==> config.mk <==
export PLATFORM = sky130hd
export DESIGN_NAME = manchester_frame_arbiter
export DESIGN_NICKNAME = d
export VERILOG_FILES = /design/src/rtl/manchester_frame_arbiter.sv
export SDC_FILE = /design/constraint.sdc
export NUM_CORES = 1
export LEC_CHECK = 0
export ABC_AREA = 1
export CAP_MARGIN = 20
export CORE_MARGIN = 10
export CORE_UTILIZATION = 35
export DETAILED_ROUTE_END_ITERATION = 16
export SETUP_SLACK_MARGIN = 0.5
export SLEW_MARGIN = 20
export SYNTH_ARGS = -nofsm -noshare
export SYNTH_HDL_FRONTEND = slang
export SYNTH_SLANG_ARGS = --single-unit
export TNS_END_PERCENT = 1
==> constraint.sdc <==
create_clock -name clk -period 4.5 [get_ports clk]
set_clock_uncertainty 0.15 [all_clocks]
set_input_delay 0.9 -clock clk [delete_from_list [all_inputs] [get_ports clk]]
set_output_delay 0.9 -clock clk [all_outputs]
set_load 0.05 [all_outputs]
==> src/rtl/manchester_frame_arbiter.sv <==
// Round-robin arbiter feeding a single Manchester-coded heartbeat line.
// Each granted source's payload is framed as {start, id, payload} and sent
// MSB-first. Every bit is sent as two half-bits: first the bit, then its inverse.
//
// state | meaning
// IDLE  | line low, searching req from the round-robin pointer
// LOAD  | grant pulse, frame captured, line still low
// SEND  | shifting out 2*FRAME_BITS half-bits
// GAP   | line forced low for 2*GAP_BITS cycles
module manchester_frame_arbiter #(
    parameter int NREQ     = 4,
    parameter int DATA_W   = 8,
    parameter int GAP_BITS = 2
) (
    input  logic                     clk,
    input  logic                     rst,
    input  logic [NREQ-1:0]          req,
    input  logic [NREQ*DATA_W-1:0]   data,
    output logic [NREQ-1:0]          grant,
    output logic                     busy,
    output logic                     frame_start,
    output logic                     signal
);

    localparam int ID_W       = $clog2(NREQ);
    localparam int FRAME_BITS = 1 + ID_W + DATA_W;
    localparam int MAX_BITS   = (FRAME_BITS > GAP_BITS) ? FRAME_BITS : GAP_BITS;
    localparam int CNT_W      = $clog2(2 * MAX_BITS + 1);

    // Down-counter reload values: the counter holds the number of half-bit
    // cycles still to come after the current one, so terminal count is zero.
    localparam logic [CNT_W-1:0] SEND_LOAD = CNT_W'(2 * FRAME_BITS - 1);
    localparam logic [CNT_W-1:0] GAP_LOAD  = (GAP_BITS > 0) ? CNT_W'(2 * GAP_BITS - 1) : '0;
    localparam logic [ID_W-1:0]  LAST_ID   = ID_W'(NREQ - 1);
    localparam logic [ID_W:0]    NREQ_X    = (ID_W + 1)'(NREQ);

    typedef enum logic [1:0] {ST_IDLE, ST_LOAD, ST_SEND, ST_GAP} state_t;

    state_t                state_q, state_d;
    logic [ID_W-1:0]       ptr_q, ptr_d;
    logic [FRAME_BITS-1:0] shift_q, shift_d;
    logic [CNT_W-1:0]      cnt_q, cnt_d;
    logic                  half_q, half_d;
    logic [NREQ-1:0]       grant_q, grant_d;
    logic                  busy_q, busy_d;
    logic                  frame_start_q, frame_start_d;
    logic                  signal_q, signal_d;

    logic [2*NREQ-1:0]     req_dbl;
    logic [NREQ-1:0]       req_rot;
    logic                  win_vld;
    logic [ID_W:0]         win_sum;
    logic [ID_W-1:0]       win_id;
    logic [DATA_W-1:0]     win_data;
    logic [NREQ-1:0]       win_oh;

    // Round-robin search: rotate req so the pointer sits at bit 0, take the
    // first set bit, then map the offset back to an absolute source index.
    always_comb begin
        req_dbl  = {req, req};
        req_rot  = req_dbl[ptr_q +: NREQ];
        win_vld  = 1'b0;
        win_sum  = '0;
        for (int i = 0; i < NREQ; i++) begin
            if (!win_vld && req_rot[i]) begin
                win_vld = 1'b1;
                win_sum = {1'b0, ptr_q} + (ID_W + 1)'(i);
            end
        end
        if (win_sum >= NREQ_X) begin
            win_sum = win_sum - NREQ_X;
        end
        win_id   = win_sum[ID_W-1:0];
        win_data = '0;
        win_oh   = '0;
        for (int k = 0; k < NREQ; k++) begin
            if (win_id == ID_W'(k)) begin
                win_data  = data[k*DATA_W +: DATA_W];
                win_oh[k] = 1'b1;
            end
        end
    end

    // Next-state and registered-output logic; line defaults to idle low.
    always_comb begin
        state_d       = state_q;
        ptr_d         = ptr_q;
        shift_d       = shift_q;
        cnt_d         = cnt_q;
        half_d        = half_q;
        grant_d       = '0;
        busy_d        = busy_q;
        frame_start_d = 1'b0;
        signal_d      = 1'b0;
        case (state_q)
            ST_IDLE: begin
                if (win_vld) begin
                    grant_d = win_oh;
                    shift_d = {1'b1, win_id, win_data};
                    ptr_d   = (win_id == LAST_ID) ? '0 : win_id + ID_W'(1);
                    busy_d  = 1'b1;
                    state_d = ST_LOAD;
                end
            end
            ST_LOAD: begin
                signal_d      = shift_q[FRAME_BITS-1];
                frame_start_d = 1'b1;
                half_d        = 1'b1;
                cnt_d         = SEND_LOAD;
                state_d       = ST_SEND;
            end
            ST_SEND: begin
                if (cnt_q == '0) begin
                    if (GAP_BITS == 0) begin
                        busy_d  = 1'b0;
                        state_d = ST_IDLE;
                    end else begin
                        cnt_d   = GAP_LOAD;
                        state_d = ST_GAP;
                    end
                end else begin
                    cnt_d = cnt_q - 1'b1;
                    if (half_q) begin
                        signal_d = ~shift_q[FRAME_BITS-1];
                        half_d   = 1'b0;
                    end else begin
                        shift_d  = shift_q << 1;
                        signal_d = shift_q[FRAME_BITS-2];
                        half_d   = 1'b1;
                    end
                end
            end
            ST_GAP: begin
                if (cnt_q == '0) begin
                    busy_d  = 1'b0;
                    state_d = ST_IDLE;
                end else begin
                    cnt_d = cnt_q - 1'b1;
                end
            end
            default: state_d = ST_IDLE;
        endcase
    end

    // State and output registers; reset abandons any frame in flight.
    always_ff @(posedge clk or posedge rst) begin
        if (rst) begin
            state_q       <= ST_IDLE;
            ptr_q         <= '0;
            shift_q       <= '0;
            cnt_q         <= '0;
            half_q        <= 1'b0;
            grant_q       <= '0;
            busy_q        <= 1'b0;
            frame_start_q <= 1'b0;
            signal_q      <= 1'b0;
        end else begin
            state_q       <= state_d;
            ptr_q         <= ptr_d;
            shift_q       <= shift_d;
            cnt_q         <= cnt_d;
            half_q        <= half_d;
            grant_q       <= grant_d;
            busy_q        <= busy_d;
            frame_start_q <= frame_start_d;
            signal_q      <= signal_d;
        end
    end

    assign grant       = grant_q;
    assign busy        = busy_q;
    assign frame_start = frame_start_q;
    assign signal      = signal_q;

endmodule

* Word-level counts from Yosys, hierarchy flattened *
Cells that the tools add are included.

cells by class
  bitwise logic cells = 1
  reductions and logical operators = 19
  add/subtract/negate cells = 6
  equal/unequal tests = 12
  $lt $le $gt $ge = 1
  mux-type cells = 41
  shift-type cells = 1

operator list
  kind                   number
  $mux W11               3
  $mux W8                4
  $pmux W11 S2           1
  $mux W1                15
  $pmux W5 S3            1
  $mux W2                6
  $ne A2 B2 Y1 const B   6
  $mux W5                2
  $mux W3                3
  $eq A2 B2 Y1 const B   4
  $mux W4                2
  $pmux W2 S4            1
  $shiftx A8 B3 Y4       1
  $add A2 B2 Y3 const B  2
  $pmux W1 S2            3
  $reduce_and A2 Y1      3
  $reduce_and A3 Y1      2
  $reduce_bool A2 Y1     3
  $logic_not A5 Y1       1
  $sub A5 B1 Y5 const B  1
  $eq A2 B1 Y1 const B   2
  $logic_not A2 Y1       2
  $reduce_and A4 Y1      1
  $add A2 B1 Y3 const B  1
  7 further kinds        11

word-level totals
  bits in registers = 28
  word-level logic and storage cells = 90
  bits of input ports = 38
  output and inout bits = 7

* Logic depth before layout (Yosys ltp) *
  depth in word-level cells = 20
  gate-level depth with buffers = 20
  mapped depth without buffers = 19

* Worst setup path after synthesis *
Ideal clock, no wire load.

  path kind = input to register
  start = in req[1]
  end = reg shift_q[1]
  cell stages on the path = 16
  required time = 4,285 ps
  setup time = 65 ps
  arrival = 2,642 ps
  slack = 1,643 ps
  path buffers = 2
  cell sequence = inv_1 > nand2_2 > nand3_2 > nand2_4 > nor2_4 > nand3_1 > nand3_2 > inv_1 > ha_1 > clkbuf_1 > inv_1 > clkbuf_1 > o211ai_1 > a31oi_1 > nand2_1 > nand2_1

between the ends
  word-level cells in the longest chain between the ends = 20
  elaborated cells between the ends (all ways) = 30
  those cells by class = add/sub (1); order compare (1); eq/ne (4); shift (1); mux (15); reduce/logical (8)

RTL lines
  what                                                  RTL line  source
  start: declaration                                    17        input logic [NREQ-1:0] req,
  $shiftx A8 B3 Y4 *                                    61        req_rot = req_dbl[ptr_q +: NREQ];
  $mux W1                                               65        if (!win_vld && req_rot[i]) begin
  $logic_not A1 Y1                                      65
  $logic_and A1 B1 Y1                                   65
  $mux W1                                               65
  $logic_not A1 Y1                                      65
  $logic_and A1 B1 Y1                                   65
  $mux W1                                               65
  $logic_not A1 Y1                                      65
  $logic_and A1 B1 Y1                                   65
  $mux W3                                               65
  $ge A3 B3 Y1 / $sub A2 B1 Y2 (equally long branches)  70, 71
  $mux W2                                               70        if (win_sum >= NREQ_X) begin
  $logic_not A2 Y1                                      77        if (win_id == ID_W'(k)) begin
  $mux W8 (4 in series)                                 77
  $mux W11                                              97        if (win_vld) begin
  $pmux W11 S2                                          95        case (state_q)
  end signal: assignment                                160       shift_q <= shift_d;
  end: declaration                                      41        logic [FRAME_BITS-1:0] shift_q, shift_d;

Mark *: on every way between the ends. The rest lies on a longest branch, timed or not. The select of a mux whose other input is x is not followed.
A chain may end at the register's enable or synchronous reset.

* Worst setup path in the final report *
  start = in req[3]
  end = reg shift_q[4]

The elaborated chain is that of the path after synthesis.

==> qor.csv <==
stage,metric,value,unit
status,status,"finished, final reports clean",
floorplanning,I/O pin cnt,45,
pwr,Pleak,1.26,nW
global_route,global-route wire length before repair,8140,µm
finish,"commonest cells after routing, fill and taps aside","nand2_1 (88), clkdlybuf4s50_1 (44), dfrtp_1 (28)",
critical_path,kind of critical path,input port to flip-flop,
critical_path,"slowest stage delay, CP",0.47,ns
critical_path,"most used cell, CP",nand2_1,
critical_path,Startpoint Class,input port,
critical_path,Critical R2R Launch,ptr_q[0]$_DFFE_PP0P_,
critical_path,"Slowest-stage cell, CP",clkdlybuf4s50_1,
global_route,total track usage,10.9,%
route,drt drc,0,
route,Total Wirelength,4900,µm
pwr,Clk pwr share,9.3,%
global_route,total gr overflow,0,
clock_network,# hold bufs at CTS,0,
critical_path,CP required,4.58,ns
finish,"commonest non-fill, non-tap cell in the layout",nand2_1,
critical_path,largest fanout on the critical path,10,
finish,ant diodes,0,
global_route,vias in the first global route,1763,
yosys,Mapped Avg Cell Area,7.27,µm²
clock_network,CTS Buf Count,3,
sta,Slew @ Worst Pin,0.669,ns
clock_network,CTS HTree Levels,1,
sta,FMAX,0.306,GHz
floorplanning,Die Height,95.7,µm
clock_network,Sink Count,28,
critical_path,r2r setup slk,1.66,ns
route,Vias per Instance,4.61,
global_route,largest net degree at the start of global routing,26,
critical_path,Critical Path AT,3.35,ns
place,RePlAce Congestion,0.887,
clock_network,CTS tree,yes,
finish,Post-Layout Cell Count,389,
critical_path,Worst Reg-to-Reg Cells,15,
pwr,Peak VDD IR,0.000435,V
clock_network,postcts setup bufs,0,
floorplanning,die area,0.00916,mm²
place,pre-CTS setup slack,0.937,ns
floorplanning,core area,0.00554,mm²
route,WL/cell,12.6,µm
yosys,Synth cell types,35,
clock_network,post-cts sizing count,0,
sta,Final Max Slew Viols,0,
route,Antenna Nets Post-Route,0,
critical_path,reg2reg end,shift_q[4]$_DFFE_PP0P_,
floorplanning,Initial Util,36.2,%
sta,PnR worst setup slack,1.23,ns
place,dpl cells,384,
critical_path,CP Cell Sequence,clkdlybuf4s50_1 -> nand2_1 -> nand3_1 -> nand2_1 -> o21ai_0 -> nand2_1 -> nand3_2 -> inv_1 -> ha_1 -> nor2_2 -> nand2_1 -> nand2_1 -> o211ai_1 -> a31oi_1 -> nand2_1 -> nand2_1,
sta,min cycle time layout,3.27,ns
critical_path,CP endpoint kind,flip-flop,
finish,Finished Core Util,46.3,%
clock_network,Clock Root Buffer,clkbuf_8,
floorplanning,Core Rows,27,
yosys,synthesized cell area,0.00201,mm²
sta,Hold Fails Final Rpt,0,
yosys,Syn. warnings,0,
pwr,switch share,52.1,%
yosys,number of synthesized register bits,28,
finish,layout cells sized above 1,11.7,%
sta,RSZ-0062 raised after global routing,false,
floorplanning,Die Wd,95.7,µm
hold_path,WHS Endpoint,shift_q[0]$_DFFE_PP0P_,
hold_path,Tightest Hold Check Type,flip-flop to flip-flop,
finish,fillers,556,
clock_network,clock buffer depth,2,
sta,Final period util,72.6,%
clock_network,Worst-path clk slew,0.10,ns
yosys,syn_nets,324,
finish,final net count,366,
clock_network,clock latency on the worst-skew pair,0.28,ns
place,IO buf count,44,
yosys,cells after synthesis,276,
flow_run,Max Cap Viol,0,
pwr,Cell Pwr Density,833,mW/mm²
route,routed via count,1794,
pwr,register share of total power,22.0,%
pwr,Internal,1.02,mW
sta,"Setup violations, final",0,
sta,setup TNS,0,ns
route,DRT iter0 DRCs,70,
global_route,antenna violations before repair,0,
pwr,portion of total power attributed to combinational logic,68.7,%
yosys,sequential cell area fraction in the yosys report,34.9,%
route,drt pass-1 iters,4,
hold_path,hold wc startpoint,shift_q[0]$_DFFE_PP0P_,
hold_path,hold depth,2,
pwr,switching power,1.11,mW
finish,Layout Area Growth over Synthesis,27.7,%
sta,Max-slew headroom,55.4,%
place,Post-DP HPWL,4100,µm
critical_path,Crit path max-delay family,simple AND/OR/NAND/NOR gates,
critical_path,worst path bufs/invs,2,
-- worst max-delay path by stage --
stage                     depth (start not counted)  slack (ns)  startpoint                     end
after floorplan                                  16        1.64      req[1]  shift_q[1]$_DFFE_PP0P_
after global placement                           18        0.94      req[1]  shift_q[2]$_DFFE_PP0P_
after detailed placement                         16        0.94      req[3]  shift_q[7]$_DFFE_PP0P_
after CTS                                        16        1.24      req[3]  shift_q[6]$_DFFE_PP0P_
after global routing                             18        0.84      req[3]  shift_q[3]$_DFFE_PP0P_
final                                            16        1.23      req[3]  shift_q[4]$_DFFE_PP0P_
-- synth_stat cells (all sizes together) --
master	count	area, µm²
mux2i	1	10.0
a22oi	2	15.0
xor2	1	8.76
buf	5	48.8
o211ai	8	60.1
inv	31	124
o32ai	1	8.76
nor3	2	10.0
nand2	106	448
o21ai	10	50.0
nand3	14	97.6
nor2	24	100
dfrtp	28	701
xnor2	1	8.76
nand3b	2	15.0
a21boi	1	7.51
clkinv	1	3.75
nand4	3	33.8
ha	10	125
a21oi	12	60.1
clkbuf	4	15.0
a31oi	9	56.3
-- per-stage QoR --
stage	instance area, µm²	power [mW]	hold slack (ns)
6_report	2560	2.14	0.347
5_1_grt	2560	2.40	0.372
4_1_cts	2550	2.16	0.354
3_5_place_dp	2480	1.95	0.327
3_3_place_gp	2480	1.95	0.324
2_1_floorplan	2010	1.67	0.312
-- layer usage --
| metal | global-route usage [%] | vias to the layer above | share of wire [%] | routed length, µm |
|---|---|---|---|---|
| met4 | 3.19 | 0 | 1.3 | 65 |
| met5 | 0 | - | 0 | 0 |
| met2 | 18.2 | 19 | 50 | 2430 |
| li1 | - | 973 | - | - |
| met3 | 2.57 | 6 | 3.1 | 152 |
| met1 | 13.7 | 796 | 46 | 2250 |
-- layout make-up --
class                           instances  area [µm²]  area share [%]
Multi-Input combinational cell        207        1110            43.5
Sequential cell                        28         701            27.3
Timing Repair Buffer                   46         459            17.9
Inverter                               32         128            4.98
Tap cell                               72        90.1            3.51
Clock buffer                            3        41.3            1.61
Clock inverter                          1        30.0            1.17
-- registers in the layout, summed over array words and instances, names as in the netlist --
signal,flops
state_q,2
half_q,1
signal,1
cnt_q,5
grant,4
busy,1
shift_q,11
ptr_q,2
frame_start,1
-- power groups by stage --
stage | clock network, mW | logic, mW | registers [mW]
finish | 0.198 | 1.47 | 0.470
global route | 0.217 | 1.69 | 0.488
CTS | 0.204 | 1.48 | 0.470
detailed placement | 0 | 1.47 | 0.476
global placement | 0 | 1.47 | 0.476
floorplan | 0 | 1.16 | 0.514
-- logic make-up (layout without fill, tap and decap cells) --
family,after synthesis,count (layout),synth area share (%)
AO/OA/AOI/OAI,43,43,12.8
XOR/XNOR,2,2,0.873
adder cells (fa/ha/maj),10,10,6.23
buffers and inverters,41,82,9.54
flip-flops,28,28,34.9
multiplexers,1,1,0.499
AND/OR/NAND/NOR,151,151,35.1
-- worst register-to-register path, stage by stage, from the launching register on --
cell	delay, ns
dfrtp_1	0.62
nand2_1	0.13
nand3_1	0.11
nand2_1	0.13
o21ai_0	0.22
nand2_1	0.09
nand3_2	0.12
inv_1	0.07
ha_1	0.30
nor2_2	0.31
nand2_1	0.08
nand2_1	0.08
o211ai_1	0.10
a31oi_1	0.17
nand2_1	0.08
nand2_1	0.05
(Power assumes the default switching activity.)
